`config.mk`:
```
export PLATFORM = sky130hd
export DESIGN_NAME = key_entry_ctl_flat
export DESIGN_NICKNAME = d
export VERILOG_FILES = /design/src/rtl/key_entry_ctl_if.sv /design/src/rtl/key_entry_ctl.sv /design/src/flat_wrapper.sv
export SDC_FILE = /design/constraint.sdc
export NUM_CORES = 1
export LEC_CHECK = 0
export CAP_MARGIN = 15
export CORE_AREA = 3 3 219 221
export CTS_CLUSTER_SIZE = 20
export DETAILED_ROUTE_END_ITERATION = 16
export DIE_AREA = 0 0 222 224
export DONT_BUFFER_PORTS = 1
export SKIP_CTS_REPAIR_TIMING = 1
export SYNTH_ARGS = -nofsm -noshare
export SYNTH_HDL_FRONTEND = slang
export SYNTH_SLANG_ARGS = --single-unit
```
`constraint.sdc`:
```
create_clock -name clk -period 7.8 [get_ports clk]
set_clock_uncertainty 0.15 [all_clocks]
set_input_delay 1.56 -clock clk [delete_from_list [all_inputs] [get_ports clk]]
set_output_delay 1.56 -clock clk [all_outputs]
set_load 0.02 [all_outputs]
```
`src/rtl/key_entry_ctl_if.sv`:
```
// key_entry_ctl_if -- bundle between the keyboard decoder, the entry controller
// and the display/consumer side.
//   key_valid, last_change, key_down : decoder -> controller (scan-code events)
//   digit3..digit0                   : controller -> 7-seg nibbles (4'hF = blank)
//   entry_val, entry_done, entry_err : controller -> consumer (latched value, pulses)
//   state                            : controller FSM state (IDLE=0, ENTRY=1, DONE=2)
// master = driver of key events (decoder side), slave = the entry controller.
interface key_entry_ctl_if;
    logic         key_valid;
    logic [8:0]   last_change;
    logic [511:0] key_down;
    logic [3:0]   digit3;
    logic [3:0]   digit2;
    logic [3:0]   digit1;
    logic [3:0]   digit0;
    logic [15:0]  entry_val;
    logic         entry_done;
    logic         entry_err;
    logic [1:0]   state;

    modport master (
        output key_valid, last_change, key_down,
        input  digit3, digit2, digit1, digit0, entry_val, entry_done, entry_err, state
    );

    modport slave (
        input  key_valid, last_change, key_down,
        output digit3, digit2, digit1, digit0, entry_val, entry_done, entry_err, state
    );
endinterface

```
`src/rtl/key_entry_ctl.sv`:
```
// key_entry_ctl -- 4-digit BCD keypad entry controller fed by a PS/2 scan-code decoder.
// Ports:
//   clk   : system clock, all state changes on the rising edge
//   rst_n : asynchronous active-low reset
//   bus   : key_entry_ctl_if.slave (key events in; display digits, latched value,
//           done/error pulses and FSM state out)
// Digits shift in from the right; Backspace shifts back out, Enter latches the
// value, Esc or an idle timeout in ENTRY abandons the entry.
module key_entry_ctl #(
    parameter int unsigned TIMEOUT_CYC = 32'd500_000_000
) (
    input  logic            clk,
    input  logic            rst_n,
    key_entry_ctl_if.slave  bus
);
    localparam logic [1:0] StIdle  = 2'd0;
    localparam logic [1:0] StEntry = 2'd1;
    localparam logic [1:0] StDone  = 2'd2;

    localparam logic [31:0] TimerLast = 32'(TIMEOUT_CYC - 1);

    logic [1:0]  state_q, state_d;
    logic [15:0] digits_q, digits_d;    // {digit3, digit2, digit1, digit0}
    logic [2:0]  count_q, count_d;
    logic [15:0] entry_val_q, entry_val_d;
    logic        done_q, done_d;
    logic        err_q, err_d;
    logic [31:0] timer_q, timer_d;
    logic        kv_prev_q, kv_prev_d;
    logic        trk_valid_q, trk_valid_d;
    logic [8:0]  trk_code_q, trk_code_d;

    logic       press, accept;
    logic       is_digit, is_enter, is_bksp, is_esc;
    logic [3:0] dval;

    // Latched value reads blank nibbles as zero.
    function automatic logic [15:0] blank_to_zero(input logic [15:0] d);
        logic [15:0] r;
        for (int i = 0; i < 4; i++) begin
            r[i*4 +: 4] = (d[i*4 +: 4] == 4'hF) ? 4'h0 : d[i*4 +: 4];
        end
        return r;
    endfunction

    always_comb begin
        is_digit = 1'b0;
        is_enter = 1'b0;
        is_bksp  = 1'b0;
        is_esc   = 1'b0;
        dval     = 4'd0;
        case (bus.last_change)
            9'h045, 9'h070: begin is_digit = 1'b1; dval = 4'd0; end
            9'h016, 9'h069: begin is_digit = 1'b1; dval = 4'd1; end
            9'h01E, 9'h072: begin is_digit = 1'b1; dval = 4'd2; end
            9'h026, 9'h07A: begin is_digit = 1'b1; dval = 4'd3; end
            9'h025, 9'h06B: begin is_digit = 1'b1; dval = 4'd4; end
            9'h02E, 9'h073: begin is_digit = 1'b1; dval = 4'd5; end
            9'h036, 9'h074: begin is_digit = 1'b1; dval = 4'd6; end
            9'h03D, 9'h06C: begin is_digit = 1'b1; dval = 4'd7; end
            9'h03E, 9'h075: begin is_digit = 1'b1; dval = 4'd8; end
            9'h046, 9'h07D: begin is_digit = 1'b1; dval = 4'd9; end
            9'h05A, 9'h15A: is_enter = 1'b1;
            9'h066:         is_bksp  = 1'b1;
            9'h076:         is_esc   = 1'b1;
            default:        ;
        endcase
    end

    always_comb begin
        // Rising edge of key_valid on a code that is currently down.
        press  = bus.key_valid & ~kv_prev_q & bus.key_down[bus.last_change];
        // A held key's auto-repeat matches the tracked code and is dropped.
        accept = press & ~(trk_valid_q & (bus.last_change == trk_code_q));

        state_d     = state_q;
        digits_d    = digits_q;
        count_d     = count_q;
        entry_val_d = entry_val_q;
        done_d      = 1'b0;
        err_d       = 1'b0;
        timer_d     = timer_q;
        kv_prev_d   = bus.key_valid;
        trk_valid_d = trk_valid_q;
        trk_code_d  = trk_code_q;

        if (accept) begin
            trk_valid_d = 1'b1;
            trk_code_d  = bus.last_change;
        end else if (trk_valid_q && !bus.key_down[trk_code_q]) begin
            trk_valid_d = 1'b0;
        end

        case (state_q)
            StIdle: begin
                timer_d = '0;
                if (accept && is_digit) begin
                    digits_d = {12'hFFF, dval};
                    count_d  = 3'd1;
                    state_d  = StEntry;
                end
            end
            StEntry: begin
                timer_d = timer_q + 32'd1;
                if (accept && is_digit) begin
                    timer_d = '0;
                    if (count_q < 3'd4) begin
                        digits_d = {digits_q[11:0], dval};
                        count_d  = count_q + 3'd1;
                    end else begin
                        err_d = 1'b1;
                    end
                end else if (accept && is_bksp) begin
                    timer_d  = '0;
                    digits_d = {4'hF, digits_q[15:4]};
                    count_d  = count_q - 3'd1;
                    if (count_q == 3'd1) state_d = StIdle;
                end else if (accept && is_enter) begin
                    timer_d     = '0;
                    entry_val_d = blank_to_zero(digits_q);
                    done_d      = 1'b1;
                    state_d     = StDone;
                end else if ((accept && is_esc) || timer_q == TimerLast) begin
                    // Any decoded press above takes priority over an expiring timer.
                    timer_d  = '0;
                    digits_d = 16'hFFFF;
                    count_d  = 3'd0;
                    state_d  = StIdle;
                end
            end
            StDone: begin
                timer_d = '0;
                if (accept && is_digit) begin
                    digits_d = {12'hFFF, dval};
                    count_d  = 3'd1;
                    state_d  = StEntry;
                end else if (accept && is_esc) begin
                    digits_d = 16'hFFFF;
                    count_d  = 3'd0;
                    state_d  = StIdle;
                end
            end
            default: begin
                timer_d  = '0;
                digits_d = 16'hFFFF;
                count_d  = 3'd0;
                state_d  = StIdle;
            end
        endcase
    end

    always_ff @(posedge clk or negedge rst_n) begin
        if (!rst_n) begin
            state_q     <= StIdle;
            digits_q    <= 16'hFFFF;
            count_q     <= 3'd0;
            entry_val_q <= 16'h0000;
            done_q      <= 1'b0;
            err_q       <= 1'b0;
            timer_q     <= '0;
            kv_prev_q   <= 1'b0;
            trk_valid_q <= 1'b0;
            trk_code_q  <= '0;
        end else begin
            state_q     <= state_d;
            digits_q    <= digits_d;
            count_q     <= count_d;
            entry_val_q <= entry_val_d;
            done_q      <= done_d;
            err_q       <= err_d;
            timer_q     <= timer_d;
            kv_prev_q   <= kv_prev_d;
            trk_valid_q <= trk_valid_d;
            trk_code_q  <= trk_code_d;
        end
    end

    assign bus.digit3     = digits_q[15:12];
    assign bus.digit2     = digits_q[11:8];
    assign bus.digit1     = digits_q[7:4];
    assign bus.digit0     = digits_q[3:0];
    assign bus.entry_val  = entry_val_q;
    assign bus.entry_done = done_q;
    assign bus.entry_err  = err_q;
    assign bus.state      = state_q;
endmodule

```
`src/flat_wrapper.sv`:
```
// flat-port wrapper written by rule: the top's interface ports become plain ports
module key_entry_ctl_flat 
#(
    parameter int unsigned TIMEOUT_CYC = 32'd500_000_000
)
  (clk, rst_n, bus_key_valid, bus_last_change, bus_key_down, bus_digit3, bus_digit2, bus_digit1, bus_digit0, bus_entry_val, bus_entry_done, bus_entry_err, bus_state);
  key_entry_ctl_if bus_i ();
  input  logic clk;
  input  logic rst_n;
  input wire logic [$bits(bus_i.key_valid)-1:0] bus_key_valid;
  input wire logic [$bits(bus_i.last_change)-1:0] bus_last_change;
  input wire logic [$bits(bus_i.key_down)-1:0] bus_key_down;
  output wire logic [$bits(bus_i.digit3)-1:0] bus_digit3;
  output wire logic [$bits(bus_i.digit2)-1:0] bus_digit2;
  output wire logic [$bits(bus_i.digit1)-1:0] bus_digit1;
  output wire logic [$bits(bus_i.digit0)-1:0] bus_digit0;
  output wire logic [$bits(bus_i.entry_val)-1:0] bus_entry_val;
  output wire logic [$bits(bus_i.entry_done)-1:0] bus_entry_done;
  output wire logic [$bits(bus_i.entry_err)-1:0] bus_entry_err;
  output wire logic [$bits(bus_i.state)-1:0] bus_state;
  assign bus_i.key_valid = bus_key_valid;
  assign bus_i.last_change = bus_last_change;
  assign bus_i.key_down = bus_key_down;
  assign bus_digit3 = bus_i.digit3;
  assign bus_digit2 = bus_i.digit2;
  assign bus_digit1 = bus_i.digit1;
  assign bus_digit0 = bus_i.digit0;
  assign bus_entry_val = bus_i.entry_val;
  assign bus_entry_done = bus_i.entry_done;
  assign bus_entry_err = bus_i.entry_err;
  assign bus_state = bus_i.state;
  key_entry_ctl #(.TIMEOUT_CYC(TIMEOUT_CYC)) u_core (.clk(clk), .rst_n(rst_n), .bus(bus_i));
endmodule
```
==> run metrics <==
clk sink count=82; Final HPWL DP=47,500 um; core region area=0.0464 mm^2; status=finished, final reports clean; IO Port Bufs=0; Period minus WS final=5.82 ns; DR DRC count=0; setup_tns=0 ns; Pleak=4.48 nW; Worst Path Arrival=5.93 ns; sequential area share after synthesis=0.160; synthesized area=0.0130 mm^2; Routed WL=58,900 um; Multi-input gate area=0.0101 mm^2; reg2reg path depth=8; Pins Over Slew Limit=0; antenna violations before repair=8; crit start category=input pin; vias in the first global route=11,000; clk buf depth=2; Post-synth EDFFs=0; drt wl/cell=36.9 um; CP endpoint kind=register; Layout area overhead=3.95%; grt total ovfl=0; First DRT Iteration DRCs=1,103; FILL cells=4,712; vias per cell=6.67; setup violators final=0; CTS clock-pin slew for the worst setup and hold paths=0.06 ns; clock root cell=clkbuf_16; Mean Syn Cell Area=12.2 um^2; FMAX=0.172 GHz; share of the clock period used by the worst path after layout=0.746; Sequential Area=0.00208 mm^2; Yosys reg bits=82; Crit Path Category=input pin to register; Req. time, crit path=7.91 ns; Slew headroom=0.268; TritonRoute pass-1 iters=5; Crit Path Max Fanout=64; Most used DFF post-synth=dfrtp_1; worst hold-check path type=register to register; first-pass GRT wire length=82,500 um; Post-Synthesis Cells=1,066; TritonCTS buffer count=9; Starting Density=0.280; hold depth=2; final antenna-violating net count=0; H-Tree Level Count=3; Core Rows=79; syn nets=1,594; peak supply drop=0.130 mV; clk_lat worst skew=0.34 ns; unrepaired setup endpoints after global routing=no; library cells used by synthesis=75; final hold violations=0; worst slew pin tran=1.10 ns; Final Non-Filler Cells=1,598; Final WS setup=1.98 ns; die area=0.0497 mm^2; pwr/cell area=206 mW/mm^2; max_cap viols=0; CTS tree=done; pre-CTS setup slack=1.64 ns; GPL Wtd Cong=0.980; Ys Warns=0; layout cell share with drive strength beyond 1=0.371; IO Pins=560; Net count, final=1,502; placed cell count=1,570; DIE WIDTH=222 um; Design Area, Final=0.0135 mm^2; Die Span Y=224 um; WHS=0.354 ns; total number of vias=10,700; GRT Overall Usage=0.227; Area after DPL=0.0131 mm^2; async set-or-reset flop fraction in the synthesized netlist=1.00; largest net degree at the start of global routing=158
report_power, final:
part | switching (mW) | total, mW | internal, mW
registers | 0.216 | 0.734 | 0.518
clock network | 0.177 | 0.459 | 0.282
logic | 0.696 | 1.59 | 0.892
worst max-delay path: stages:
cell and delay (ns):
and2_0 0.61, a22oi_1 0.38, a21oi_1 0.11, o41ai_1 0.61, nand4_1 0.26, a22oi_2 0.30, a21o_4 0.27, nor3_2 0.07
buf_4 0.26, and4b_1 0.99, mux2_2 0.42
registers in the layout, indices dropped and copies added, names as in the netlist:
| name | flops |
|---|---|
| u_core.bus.entry_val | 16 |
| u_core.bus.entry_done | 1 |
| u_core.bus.state | 2 |
| u_core.timer_q | 32 |
| u_core.digits_q | 16 |
| u_core.kv_prev_q | 1 |
| u_core.trk_valid_q | 1 |
| u_core.count_q | 3 |
| u_core.bus.entry_err | 1 |
| u_core.trk_code_q | 9 |
per-layer routing:
layer | share of wire | up-vias | GRT usage | routed length, um
met1 | 0.37 | 5612 | 0.277 | 21700
met5 | 0.00048 | - | 0 | 28
met3 | 0.093 | 77 | 0.0642 | 5500
li1 | - | 4274 | - | -
met4 | 0.033 | 4 | 0.0757 | 1970
met2 | 0.50 | 684 | 0.388 | 29600
cell usage after synthesis, types with 15 or more instances:
cell type / instances / area, um^2
dfstp_2: 16 / 420
dfrtp_1: 66 / 1650
mux2_2: 22 / 248
a22oi_1: 28 / 210
xnor2_1: 20 / 175
mux2i_1: 59 / 591
mux4_2: 278 / 6260
a21oi_1: 21 / 105
nand2b_1: 15 / 93.8
nor2_1: 64 / 240
o21ai_0: 33 / 165
nand3_1: 57 / 285
clkbuf_1: 48 / 180
inv_1: 31 / 116
nand2_1: 55 / 206
xor2_1: 21 / 184
buf_2: 27 / 135
buf_6: 18 / 203
buf_4: 15 / 113
per-stage QoR:
stage	utilization	total power, mW
after global placement	0.283	2.34
final	0.291	2.78
after CTS	0.290	2.82
after global routing	0.291	2.93
after detailed placement	0.283	2.35
after floorplan	-	1.93
area by class of cell:
cell class / count / share of cell area
multi-input combinational: 838 / 0.747
sequential: 82 / 0.154
tap: 607 / 0.0563
clock buffer: 10 / 0.0170
inverter: 32 / 0.00891
timing repair buffer: 11 / 0.00705
clock inverter: 6 / 0.00668
antenna: 12 / 0.00223
kinds of logic after synthesis:
group	share of synthesized area
multiplexers	0.555
AND/OR/NAND/NOR	0.104
AO/OA/AOI/OAI	0.0862
buffers and inverters	0.0635
flip-flops	0.160
XOR/XNOR	0.0277
adder cells (fa/ha/maj)	0.00386
layout by cell type (no fill, tap or decap), types with 3 or more instances in the layout:
cell type,netlist,final
o32a_1,8,8
mux2_4,3,3
nor4b_1,4,4
or2_2,5,5
o22ai_1,8,8
nand3b_1,4,4
nor3_1,13,13
a2111oi_0,5,5
dfstp_2,16,16
inv_1,31,31
mux2i_1,59,59
o21ai_0,33,33
nand3_1,57,57
mux2_2,22,22
buf_4,15,10
and2_1,3,3
nand4_1,11,11
a21oi_1,21,21
ha_1,4,4
a211oi_1,3,3
nand2b_1,15,15
a22o_1,5,5
a22oi_1,28,28
nand2_1,55,55
nor2_1,64,64
xor2_1,21,21
o311ai_0,3,3
mux4_2,278,278
and3_1,6,6
or3_1,5,5
nor4_1,4,4
diode_2,0,12
dfrtp_1,66,62
a21boi_0,3,3
o211ai_1,3,3
xnor2_1,20,20
nor2b_1,13,12
clkbuf_16,0,9
a31oi_1,12,12
worst paths after layout:
kind,from,end,slack (ns)
worst max-delay path,bus_last_change[3],u_core.digits_q[0],1.98
worst min-delay path,u_core.trk_valid_q,u_core.trk_valid_q,0.35
max in group asynchronous,rst_n,u_core.digits_q[0],6.53
worst max register to register,u_core.trk_code_q[1],u_core.trk_valid_q,3.33
worst min register to register,u_core.trk_valid_q,u_core.trk_valid_q,0.35
min in group asynchronous,rst_n,u_core.bus.entry_err,0.76
Note: power is estimated with default switching activity, not from simulation.
